<file path="config.mk">
export PLATFORM = sky130hd
export DESIGN_NAME = regfile_wb_ctrl_flat
export DESIGN_NICKNAME = d
export VERILOG_FILES = /design/src/rtl/regfile_wb_ctrl_if.sv /design/src/rtl/regfile_wb_ctrl.sv /design/src/flat_wrapper.sv
export SDC_FILE = /design/constraint.sdc
export NUM_CORES = 1
export LEC_CHECK = 0
export BUFFER_PORTS_ARGS = -buffer_cell sky130_fd_sc_hd__buf_2
export CORE_UTILIZATION = 30
export CTS_BUF_LIST = sky130_fd_sc_hd__clkbuf_4 sky130_fd_sc_hd__clkbuf_8
export CTS_CLUSTER_SIZE = 14
export DETAILED_ROUTE_END_ITERATION = 16
export PLACE_DENSITY_LB_ADDON = 0.08
export SYNTH_ARGS = -nofsm -noshare
export SYNTH_HDL_FRONTEND = slang
export SYNTH_SLANG_ARGS = --single-unit
</file>
<file path="constraint.sdc">
create_clock -name clk -period 3.5 [get_ports clk]
set_input_delay 0.7 -clock clk [delete_from_list [all_inputs] [get_ports clk]]
set_output_delay 0.7 -clock clk [all_outputs]
set_load 0.005 [all_outputs]
</file>
<file path="src/rtl/regfile_wb_ctrl_if.sv">
// rtl/regfile_wb_ctrl_if.sv - writeback request, issue and register-file write bundle
interface regfile_wb_ctrl_if #(
  parameter int DATA_W = 32
);
  logic              alu_valid;
  logic [4:0]        alu_rd;
  logic [DATA_W-1:0] alu_data;
  logic              alu_ready;
  logic              mem_valid;
  logic [4:0]        mem_rd;
  logic [DATA_W-1:0] mem_data;
  logic              mem_ready;
  logic              iss_valid;
  logic [4:0]        iss_rd;
  logic [4:0]        chk_rs;
  logic [4:0]        chk_rs2;
  logic              stall;
  logic [4:0]        wr_rd;
  logic [DATA_W-1:0] wr_data;
  logic              reg_wr;
  logic              r_type;
  logic [31:0]       busy;

  modport master (
    output alu_valid, alu_rd, alu_data, mem_valid, mem_rd, mem_data,
    output iss_valid, iss_rd, chk_rs, chk_rs2,
    input  alu_ready, mem_ready, stall, wr_rd, wr_data, reg_wr, r_type, busy
  );

  modport slave (
    input  alu_valid, alu_rd, alu_data, mem_valid, mem_rd, mem_data,
    input  iss_valid, iss_rd, chk_rs, chk_rs2,
    output alu_ready, mem_ready, stall, wr_rd, wr_data, reg_wr, r_type, busy
  );
endinterface

</file>
<file path="src/rtl/regfile_wb_ctrl.sv">
// rtl/regfile_wb_ctrl.sv - round-robin ALU/load writeback arbiter with RAW scoreboard
module regfile_wb_ctrl #(
  parameter int DATA_W = 32
) (
  input  logic             clk,
  input  logic             reset,
  regfile_wb_ctrl_if.slave bus
);
  logic              r_prio_mem;
  logic [31:0]       r_busy;
  logic              r_reg_wr;
  logic [4:0]        r_wr_rd;
  logic [DATA_W-1:0] r_wr_data;

  logic              w_alu_gnt;
  logic              w_mem_gnt;
  logic              w_gnt;
  logic [4:0]        w_gnt_rd;
  logic [DATA_W-1:0] w_gnt_data;
  logic [31:0]       w_busy_nxt;

  // Contention is settled by the pointer; a lone requester always wins.
  always_comb begin
    w_alu_gnt = 1'b0;
    w_mem_gnt = 1'b0;
    if (!reset) begin
      if (bus.alu_valid && bus.mem_valid) begin
        w_mem_gnt = r_prio_mem;
        w_alu_gnt = !r_prio_mem;
      end else begin
        w_alu_gnt = bus.alu_valid;
        w_mem_gnt = bus.mem_valid;
      end
    end
  end

  assign w_gnt      = w_alu_gnt | w_mem_gnt;
  assign w_gnt_rd   = w_mem_gnt ? bus.mem_rd   : bus.alu_rd;
  assign w_gnt_data = w_mem_gnt ? bus.mem_data : bus.alu_data;

  // Set is applied after clear so a same-index issue keeps the bit busy.
  always_comb begin
    w_busy_nxt = r_busy;
    if (w_gnt && (w_gnt_rd != 5'd0)) begin
      w_busy_nxt[w_gnt_rd] = 1'b0;
    end
    if (bus.iss_valid && (bus.iss_rd != 5'd0)) begin
      w_busy_nxt[bus.iss_rd] = 1'b1;
    end
    w_busy_nxt[0] = 1'b0;
  end

  always_ff @(posedge clk) begin
    if (reset) begin
      r_prio_mem <= 1'b1;
      r_busy     <= '0;
      r_reg_wr   <= 1'b0;
      r_wr_rd    <= '0;
      r_wr_data  <= '0;
    end else begin
      r_busy   <= w_busy_nxt;
      r_reg_wr <= w_gnt && (w_gnt_rd != 5'd0);
      if (w_gnt) begin
        r_wr_rd    <= w_gnt_rd;
        r_wr_data  <= w_gnt_data;
        r_prio_mem <= w_alu_gnt;
      end
    end
  end

  assign bus.alu_ready = w_alu_gnt;
  assign bus.mem_ready = w_mem_gnt;
  assign bus.stall     = !reset && (r_busy[bus.chk_rs] || r_busy[bus.chk_rs2]);
  assign bus.wr_rd     = r_wr_rd;
  assign bus.wr_data   = r_wr_data;
  assign bus.reg_wr    = r_reg_wr;
  assign bus.r_type    = 1'b1;
  assign bus.busy      = r_busy;
endmodule

</file>
<file path="src/flat_wrapper.sv">
// flat-port wrapper written by rule: the top's interface ports become plain ports
module regfile_wb_ctrl_flat 
#(
  parameter int DATA_W = 32
)
  (clk, reset, bus_alu_valid, bus_alu_rd, bus_alu_data, bus_mem_valid, bus_mem_rd, bus_mem_data, bus_iss_valid, bus_iss_rd, bus_chk_rs, bus_chk_rs2, bus_alu_ready, bus_mem_ready, bus_stall, bus_wr_rd, bus_wr_data, bus_reg_wr, bus_r_type, bus_busy);
  regfile_wb_ctrl_if #(.DATA_W(DATA_W)) bus_i ();
  input  logic clk;
  input  logic reset;
  input wire logic [$bits(bus_i.alu_valid)-1:0] bus_alu_valid;
  input wire logic [$bits(bus_i.alu_rd)-1:0] bus_alu_rd;
  input wire logic [$bits(bus_i.alu_data)-1:0] bus_alu_data;
  input wire logic [$bits(bus_i.mem_valid)-1:0] bus_mem_valid;
  input wire logic [$bits(bus_i.mem_rd)-1:0] bus_mem_rd;
  input wire logic [$bits(bus_i.mem_data)-1:0] bus_mem_data;
  input wire logic [$bits(bus_i.iss_valid)-1:0] bus_iss_valid;
  input wire logic [$bits(bus_i.iss_rd)-1:0] bus_iss_rd;
  input wire logic [$bits(bus_i.chk_rs)-1:0] bus_chk_rs;
  input wire logic [$bits(bus_i.chk_rs2)-1:0] bus_chk_rs2;
  output wire logic [$bits(bus_i.alu_ready)-1:0] bus_alu_ready;
  output wire logic [$bits(bus_i.mem_ready)-1:0] bus_mem_ready;
  output wire logic [$bits(bus_i.stall)-1:0] bus_stall;
  output wire logic [$bits(bus_i.wr_rd)-1:0] bus_wr_rd;
  output wire logic [$bits(bus_i.wr_data)-1:0] bus_wr_data;
  output wire logic [$bits(bus_i.reg_wr)-1:0] bus_reg_wr;
  output wire logic [$bits(bus_i.r_type)-1:0] bus_r_type;
  output wire logic [$bits(bus_i.busy)-1:0] bus_busy;
  assign bus_i.alu_valid = bus_alu_valid;
  assign bus_i.alu_rd = bus_alu_rd;
  assign bus_i.alu_data = bus_alu_data;
  assign bus_i.mem_valid = bus_mem_valid;
  assign bus_i.mem_rd = bus_mem_rd;
  assign bus_i.mem_data = bus_mem_data;
  assign bus_i.iss_valid = bus_iss_valid;
  assign bus_i.iss_rd = bus_iss_rd;
  assign bus_i.chk_rs = bus_chk_rs;
  assign bus_i.chk_rs2 = bus_chk_rs2;
  assign bus_alu_ready = bus_i.alu_ready;
  assign bus_mem_ready = bus_i.mem_ready;
  assign bus_stall = bus_i.stall;
  assign bus_wr_rd = bus_i.wr_rd;
  assign bus_wr_data = bus_i.wr_data;
  assign bus_reg_wr = bus_i.reg_wr;
  assign bus_r_type = bus_i.r_type;
  assign bus_busy = bus_i.busy;
  regfile_wb_ctrl #(.DATA_W(DATA_W)) u_core (.clk(clk), .reset(reset), .bus(bus_i));
endmodule
</file>
After elaboration in Yosys (flattened, before gate mapping)
Cells that the tools add are included.
{"block": "totals", "reg_bits": 71, "inputBits": 94, "out_inout_bits": 74}
{"block": "classes", "magnitude_cmp": 6, "muxes": 16, "bitwise": 4, "n_reduce_logical": 11}
{"cell": "32-bit 2-to-1 mux", "n": 3}
{"cell": "32-bit bitwise AND", "n": 1}
{"cell": "32-bit inverter", "n": 1}
{"cell": "32-bit OR", "n": 1}
{"cell": "5-bit by 6-bit < comparator with 1-bit output (second input constant)", "n": 4}
{"cell": "1-bit binary-select mux with 5-bit select", "n": 2}
{"cell": "1-bit demux with 5-bit select", "n": 2}
{"cell": "5-bit by 1-bit >= comparator with 1-bit output (second input constant)", "n": 2}
{"cell": "5-bit nonzero test", "n": 2}
{"cell": "1-bit 2-to-1 mux", "n": 8}
{"cell": "1-bit logical AND", "n": 6}
{"cell": "5-bit 2-to-1 mux", "n": 1}
{"cell": "1-bit logical NOT", "n": 2}
{"cell": "1-bit logical OR", "n": 1}
{"cell": "1-bit OR", "n": 1}

Logic depth before layout (Yosys ltp)
Gate-level depths: netlist of run 1.
{"block": "depth", "depth_word": 13, "depth_mapped": 7}

Worst setup path before layout of run 1
No wires, ideal clock.
{"block": "synth_timing", "kind": "in2out", "start": "input bus_chk_rs2[1]", "end": "output bus_stall", "arrival_ps": 2039, "slack_ps": 761, "stages": 6, "cell_sequence": "clkbuf_1 mux4_2 or3b_1 o311a_1 a32oi_1 o31ai_1"}
{"block": "synth_via", "elab_chain_len": 4}
{"item": "start, declared", "line_no": "flat_wrapper.sv:19", "text": "input wire logic [$bits(bus_i.chk_rs2)-1:0] bus_chk_rs2;"}
{"item": "1-bit binary-select mux with 5-bit select", "line_no": "regfile_wb_ctrl.sv:73", "text": "assign bus.stall = !reset && (r_busy[bus.chk_rs] || r_busy[bus.chk_rs2]);"}
{"item": "1-bit 2-to-1 mux (implied by the code)", "line_no": "regfile_wb_ctrl.sv:73"}
{"item": "1-bit logical OR", "line_no": "regfile_wb_ctrl.sv:73"}
{"item": "1-bit logical AND", "line_no": "regfile_wb_ctrl.sv:73"}
{"item": "end, declared", "line_no": "flat_wrapper.sv:22", "text": "output wire logic [$bits(bus_i.stall)-1:0] bus_stall;"}
No other way between the ends. The select of a mux whose other input is x is not followed.

Worst setup path in the final report of run 1
{"block": "layout_timing", "start": "input bus_chk_rs2[0]", "end": "output bus_stall"}
The elaborated chain is that of the path after synthesis.

==> results.yml, run 1 <==
worst_setup_path:
  rr_worst_depth: 6
  path_max_fanout: 9
  crit_path_start_kind: "input port"
  cp_top_family: "multiplexers"
  slowest_delay_ps: 540
  crit_buf_inv: 2
  r2r_start: "u_core.r_prio_mem$_SDFFE_PP1P_"
  endpoint_kind: "output pin"
  cp.arrival_ps: 2410
  cpMostUsedCell: "buf_2"
  path_cells: "buf_2 -> mux4_2 -> or3b_1 -> o311a_1 -> a32oi_1 -> o31ai_1 -> buf_2"
  r2r_end: "u_core.bus.busy[12]$_SDFF_PP0_"
  crit_slowest_cell: "mux4_2"
  r2r_slack_ps: 1170
  crit_type: "input port to output pin"
  cp.required_ps: 2800
logic_synthesis:
  synthTopCellsByCount: "dfxtp_1, nand2_1, nor2_1"
  synth-edff-count: 0
  syn-cell-area_um2: 3525
  synth-main-ff-cell: "dfxtp_1"
  synth_top_cell_by_area: "dfxtp_1"
  ys_top_cells_by_area: "dfxtp_1, o31ai_1, o22ai_1"
  synthArstFlopShare_pct: 0
  postSynthCellCount: 407
  ys_types: 41
  synth_area_per_cell_um2: 8.660
  synth-seq-cells: 70
  ys_seq_area_share_pct: 39.76
  yosysMostFrequentCell: "dfxtp_1"
  synth_top_area_share_pct: 39.76
  synth_warnings: 0
  syn_nets: 501
outcome:
  outcome: "completed"
die:
  die_height_um: 110.4
  start_util_pct: 30.87
  die_w_um: 110.4
  io_pins: 168
  core.rowCount: 39
  coreArea_um2: 11420
  die-area_um2: 12190
sta:
  rsz0062_at_grt: "no"
  finalMaxSlewViolations: 0
  fin_skew_ps: 11.80
  hold_violations: 0
  setup_tns_ps: 0
  relSlewSlack_pct: 32.13
  worst_pin_slew_ps: 1016
  fin_ws_ps: 389.4
  period_share_pct: 88.87
  max_freq_mhz: 321.5
  period_needed_ps: 3111
  setup_viol: 0
drt:
  drt-wirelength-per-cell_um: 17.55
  vias_per_cell: 5.268
  drt_iter0_drc: 247
  totalWireLength_um: 12370
  drtPass1Iterations: 4
  drtAntennaViolNets: 0
  drc: 0
  vias: 3714
grt:
  grt_max_degree: 74
  antenna_found_initial: 0
  grt_pass1_vias: 3275
  grt_first_pass_wirelength_um: 18330
  grt_overflow: 0
  track_usage_pct: 20.26
power_and_ir_drop:
  p_leak_uw: 0.002064
  ir_drop_v: 0.0002440
  p_per_area_nw_per_um2: 389.3
clock_tree:
  htreeDepth: 3
  clk_path_buf_depth: 2
  clkTransAtPathRegs_ps: 70
  cts.sinks: 70
  clockRootBuffer: "clkbuf_8"
  cts.hold.buffers_added: 0
  ctsResizeCount: 0
  postCtsSetupBuffers: 0
  cts_buffers: 9
  clk-insertion-delay-late_ps: 360
  cts_tree: "done"
placement:
  place_inst: 689
  dp_slack_ps: 360.2
  portBuffers: 165
  place.gp.congestion: 0.8284
  hpwlAfterDp_um: 8985
final_layout:
  diodes: 0
  fin_nets: 651
  final_cells: 705
  syn2layout_area_growth_pct: 31.24
  drive_gt1_share_pct: 35.94
min_path:
  hold_start: "u_core.bus.wr_data[8]$_SDFFE_PP0P_"
  worstHoldPathType: "flip-flop to flip-flop"
  min_path_cells: 2
  holdPathEnd: "u_core.bus.wr_data[8]$_SDFFE_PP0P_"
flow_run:
  cap_violations: 0
==> per-layer routing <==
metal  vias to the layer above  part of all wire (%)  track usage (%)  routed length [um]
met5                         -                     0                0                   0
met4                         0                   1.3            5.733                 158
met3                        11                   7.7            5.761                 948
met2                       145                    46            29.99                5638
met1                      1731                    45            28.51                5626
li1                       1827                     -                -                   -
==> layout by cell type, fill, tap and decap left out, types with 3 or more instances in the layout <==
master,count
nand2_1,47
inv_1,3
dfxtp_1,70
mux4_1,7
buf_4,7
nor4b_1,3
nor3_1,36
a21oi_1,39
a311oi_1,4
buf_2,165
mux2i_1,8
nor3b_1,4
o21ai_1,4
o22ai_1,32
mux4_2,8
nand2b_1,5
clkinvlp_4,3
o31ai_1,32
clkbuf_8,11
and3b_1,3
nor2_1,43
==> final cells by class <==
| cell class | count | area [um2] |
|---|---|---|
| fillers | 1221 | 6793 |
| multi-input cells | 300 | 1962 |
| flip-flops and latches | 70 | 1401 |
| repair buffers | 172 | 878.3 |
| well taps | 143 | 178.9 |
| clock buffers | 12 | 158.9 |
| clock inverters | 4 | 31.28 |
| inverters | 4 | 15.01 |
==> cells by family (layout without fill, tap and decap cells) <==
logic type / Yosys count / count (layout) / share of synthesized area, %
AOI/OAI and AO/OA: 120 / 120 / 21.55
DFF: 70 / 70 / 39.76
buffers and inverters: 37 / 192 / 4.792
and+or+nand+nor: 152 / 152 / 19.95
other: 2 / 2 / 0.2131
muxes: 26 / 26 / 13.74
==> report_power, final <==
group | internal (uW) | switching, uW | leakage (uW) | total [uW]
registers | 837 | 23.4 | 0.000574 | 861
clock network | 305 | 329 | 0.0000882 | 634
logic | 133 | 173 | 0.00140 | 306
total | 1280 | 526 | 0.00206 | 1800
==> tightest hold or removal path: cells and delay by family, from the launching register on <==
kind / cells / cell delay [ps]
and+or+nand+nor: 1 / 60
AOI/OAI and AO/OA: 1 / 100
DFF: 1 / 310
==> stage by stage <==
step                total power, uW  utilization, %  instance area (um2)  hold WS, ps
floorplan                      1041               -                 3525        482.1
global placement               1182           38.85                 4436        484.5
detailed placement             1186           38.85                 4436        492.1
CTS                            1828           40.51                 4626        508.7
global route                   1902           40.51                 4626        528.4
finish                         1801           40.51                 4626        507.5
==> sequential cells by signal (all words and copies together) (netlist names) <==
signal              flops
u_core.bus.wr_rd        5
u_core.bus.busy        31
u_core.r_prio_mem       1
u_core.bus.wr_data     32
u_core.bus.reg_wr       1
==> worst max path at each step <==
stage | startpoint | to | slack, ps | cells past startpoint
6_report | bus_chk_rs2[0] | bus_stall | 390 | 7
5_1_grt | bus_chk_rs2[0] | bus_stall | 300 | 7
4_1_cts | bus_chk_rs2[0] | bus_stall | 360 | 7
3_5_place_dp | bus_chk_rs2[0] | bus_stall | 360 | 7
3_3_place_gp | bus_chk_rs2[0] | bus_stall | 390 | 7
2_1_floorplan | bus_chk_rs2[1] | bus_stall | 760 | 6
No activity file was read; power rests on OpenSTA's default activity.
==> run 2, diff against run 1 <==
BUFFER_PORTS_ARGS = default   (was -buffer_cell sky130_fd_sc_hd__buf_2)
DONT_BUFFER_PORTS = 1   (was default)
==> run 2 against run 1 <==
Final area decreased by 18%. Worst setup slack gained 360 ps. Largest cell class unchanged. Clock power up 6.2%. Register-to-register slack gained 220 ps. Via count fell by 15%. Critical endpoint unchanged. Clock skew shrank 5.4 ps. Wire length is 3.5% lower. Critical path type is now flip-flop to output pin. Utilization fell by 7.3 points.
==> results.yml, run 2 (synthesized netlist as in run 1, its figures left out) <==
worst_setup_path:
  slowest_delay_ps: 500
  r2r_end: "u_core.bus.busy[12]$_SDFF_PP0_"
  crit_path_start_kind: "flip-flop"
  r2r_start: "u_core.r_prio_mem$_SDFFE_PP1P_"
  rr_worst_depth: 6
  crit_slowest_cell: "mux4_2"
  crit_type: "flip-flop to output pin"
  path_max_fanout: 4
  path_cells: "mux4_2 -> or3b_1 -> o311a_1 -> a32oi_1 -> o31ai_1"
  cp.arrival_ps: 2060
  endpoint_kind: "output pin"
  cp.required_ps: 2800
  r2r_slack_ps: 1390
drt:
  drtAntennaViolNets: 0
  drt_iter0_drc: 262
  drt-wirelength-per-cell_um: 22.20
  vias: 3145
  drtPass1Iterations: 5
  drc: 0
  totalWireLength_um: 11940
  vias_per_cell: 5.846
grt:
  antenna_found_initial: 0
  grt_first_pass_wirelength_um: 16910
  track_usage_pct: 19.17
  grt_max_degree: 76
  grt_pass1_vias: 2862
  grt_overflow: 0
placement:
  portBuffers: 0
  place.gp.congestion: 0.8302
  hpwlAfterDp_um: 8402
final_layout:
  final_cell_mix: "dfxtp_1, nand2_1, nor2_1, a21oi_1, nor3_1"
  largest_reg_flops: 32
  fillers: 1227
  syn2layout_area_growth_pct: 7.490
  fin_nets: 484
  fin_util_pct: 33.18
  drive_gt1_share_pct: 8.861
  final_common_cell: "dfxtp_1"
  diodes: 0
sta:
  worst_pin_slew_ps: 1072
  period_share_pct: 78.72
  period_needed_ps: 2755
  setup_viol: 0
  relSlewSlack_pct: 28.40
  holdWs_ps: 410.5
  setup_tns_ps: 0
  rsz0062_at_grt: "no"
  finalMaxSlewViolations: 0
  hold_violations: 0
  max_freq_mhz: 363.0
  fin_skew_ps: 6.399
clock_tree:
  cts_tree: "done"
  clk-insertion-delay-late_ps: 360
  cts.sinks: 70
  clockRootBuffer: "clkbuf_8"
  postCtsSetupBuffers: 0
  htreeDepth: 3
  clkTransAtPathRegs_ps: 80
  ctsResizeCount: 0
  cts.hold.buffers_added: 0
  cts_buffers: 9
  clk_path_buf_depth: 2
min_path:
  worstHoldPathType: "input port to flip-flop"
  hold_start: "reset"
  min_path_cells: 1
  holdPathEnd: "u_core.bus.wr_rd[1]$_SDFFE_PP0P_"
power_and_ir_drop:
  p_per_area_nw_per_um2: 454.1
  p_leak_uw: 0.001328
  ir_drop_v: 0.0001695
die:
  coreArea_um2: 11420
  die_height_um: 110.4
  start_util_pct: 30.87
  io_pins: 168
  core.rowCount: 39
  die_w_um: 110.4
  die-area_um2: 12190
outcome:
  outcome: "completed"
flow_run:
  cap_violations: 0
==> run 2: report_power, final <==
part           internal (uW)  total (uW)  switching [uW]  leakage, uW
logic                   70.9         175             104     0.000653
clock network            351         673             321     0.000101
registers                837         873            35.7     0.000574
total                   1260        1720             461      0.00133
==> run 2: final cells by class <==
cell class              count  area (um2)  share of cell area, %
inverters                   4       15.01                 0.3963
repair buffers              5       37.54                 0.9908
clock buffers              12       146.4                  3.864
flip-flops and latches     70        1401                  36.99
well taps                 143       178.9                  4.723
multi-input cells         300        1962                  51.78
clock inverters             4       47.55                  1.255
==> run 2: per-layer routing <==
layer | share of wire, % | track usage, % | vias up
li1 | - | - | 1488
met1 | 43 | 26.24 | 1501
met2 | 45 | 27.15 | 137
met3 | 10 | 7.172 | 19
met4 | 1.5 | 7.143 | 0
met5 | 0 | 0 | -
==> run 2: per-stage QoR <==
stage | total power [uW] | setup slack, ps | instances | area (um2)
after floorplan | 1041 | 761.0 | 407 | 3525
after global placement | 1066 | 840.6 | 522 | 3595
after detailed placement | 1067 | 827.0 | 522 | 3595
after CTS | 1746 | 730.8 | 538 | 3789
after global routing | 1809 | 658.6 | 538 | 3789
final | 1720 | 745.0 | 538 | 3789
==> run 2: how the worst max path moves through the flow <==
stage	start	end	slack, ps	depth (start not counted)
2_1_floorplan	bus_chk_rs2[1]	bus_stall	760	6
3_3_place_gp	bus_chk_rs2[0]	bus_stall	840	5
3_5_place_dp	bus_chk_rs2[0]	bus_stall	830	5
4_1_cts	u_core.bus.busy[10]$_SDFF_PP0_	bus_stall	730	5
5_1_grt	u_core.bus.busy[11]$_SDFF_PP0_	bus_stall	660	5
6_report	u_core.bus.busy[8]$_SDFF_PP0_	bus_stall	740	5
==> run 2: critical path: cells and delay by family, from the launching register on <==
kind | cells | cell delay (ps)
AOI/OAI and AO/OA | 3 | 440
DFF | 1 | 410
muxes | 1 | 500
and+or+nand+nor | 1 | 360
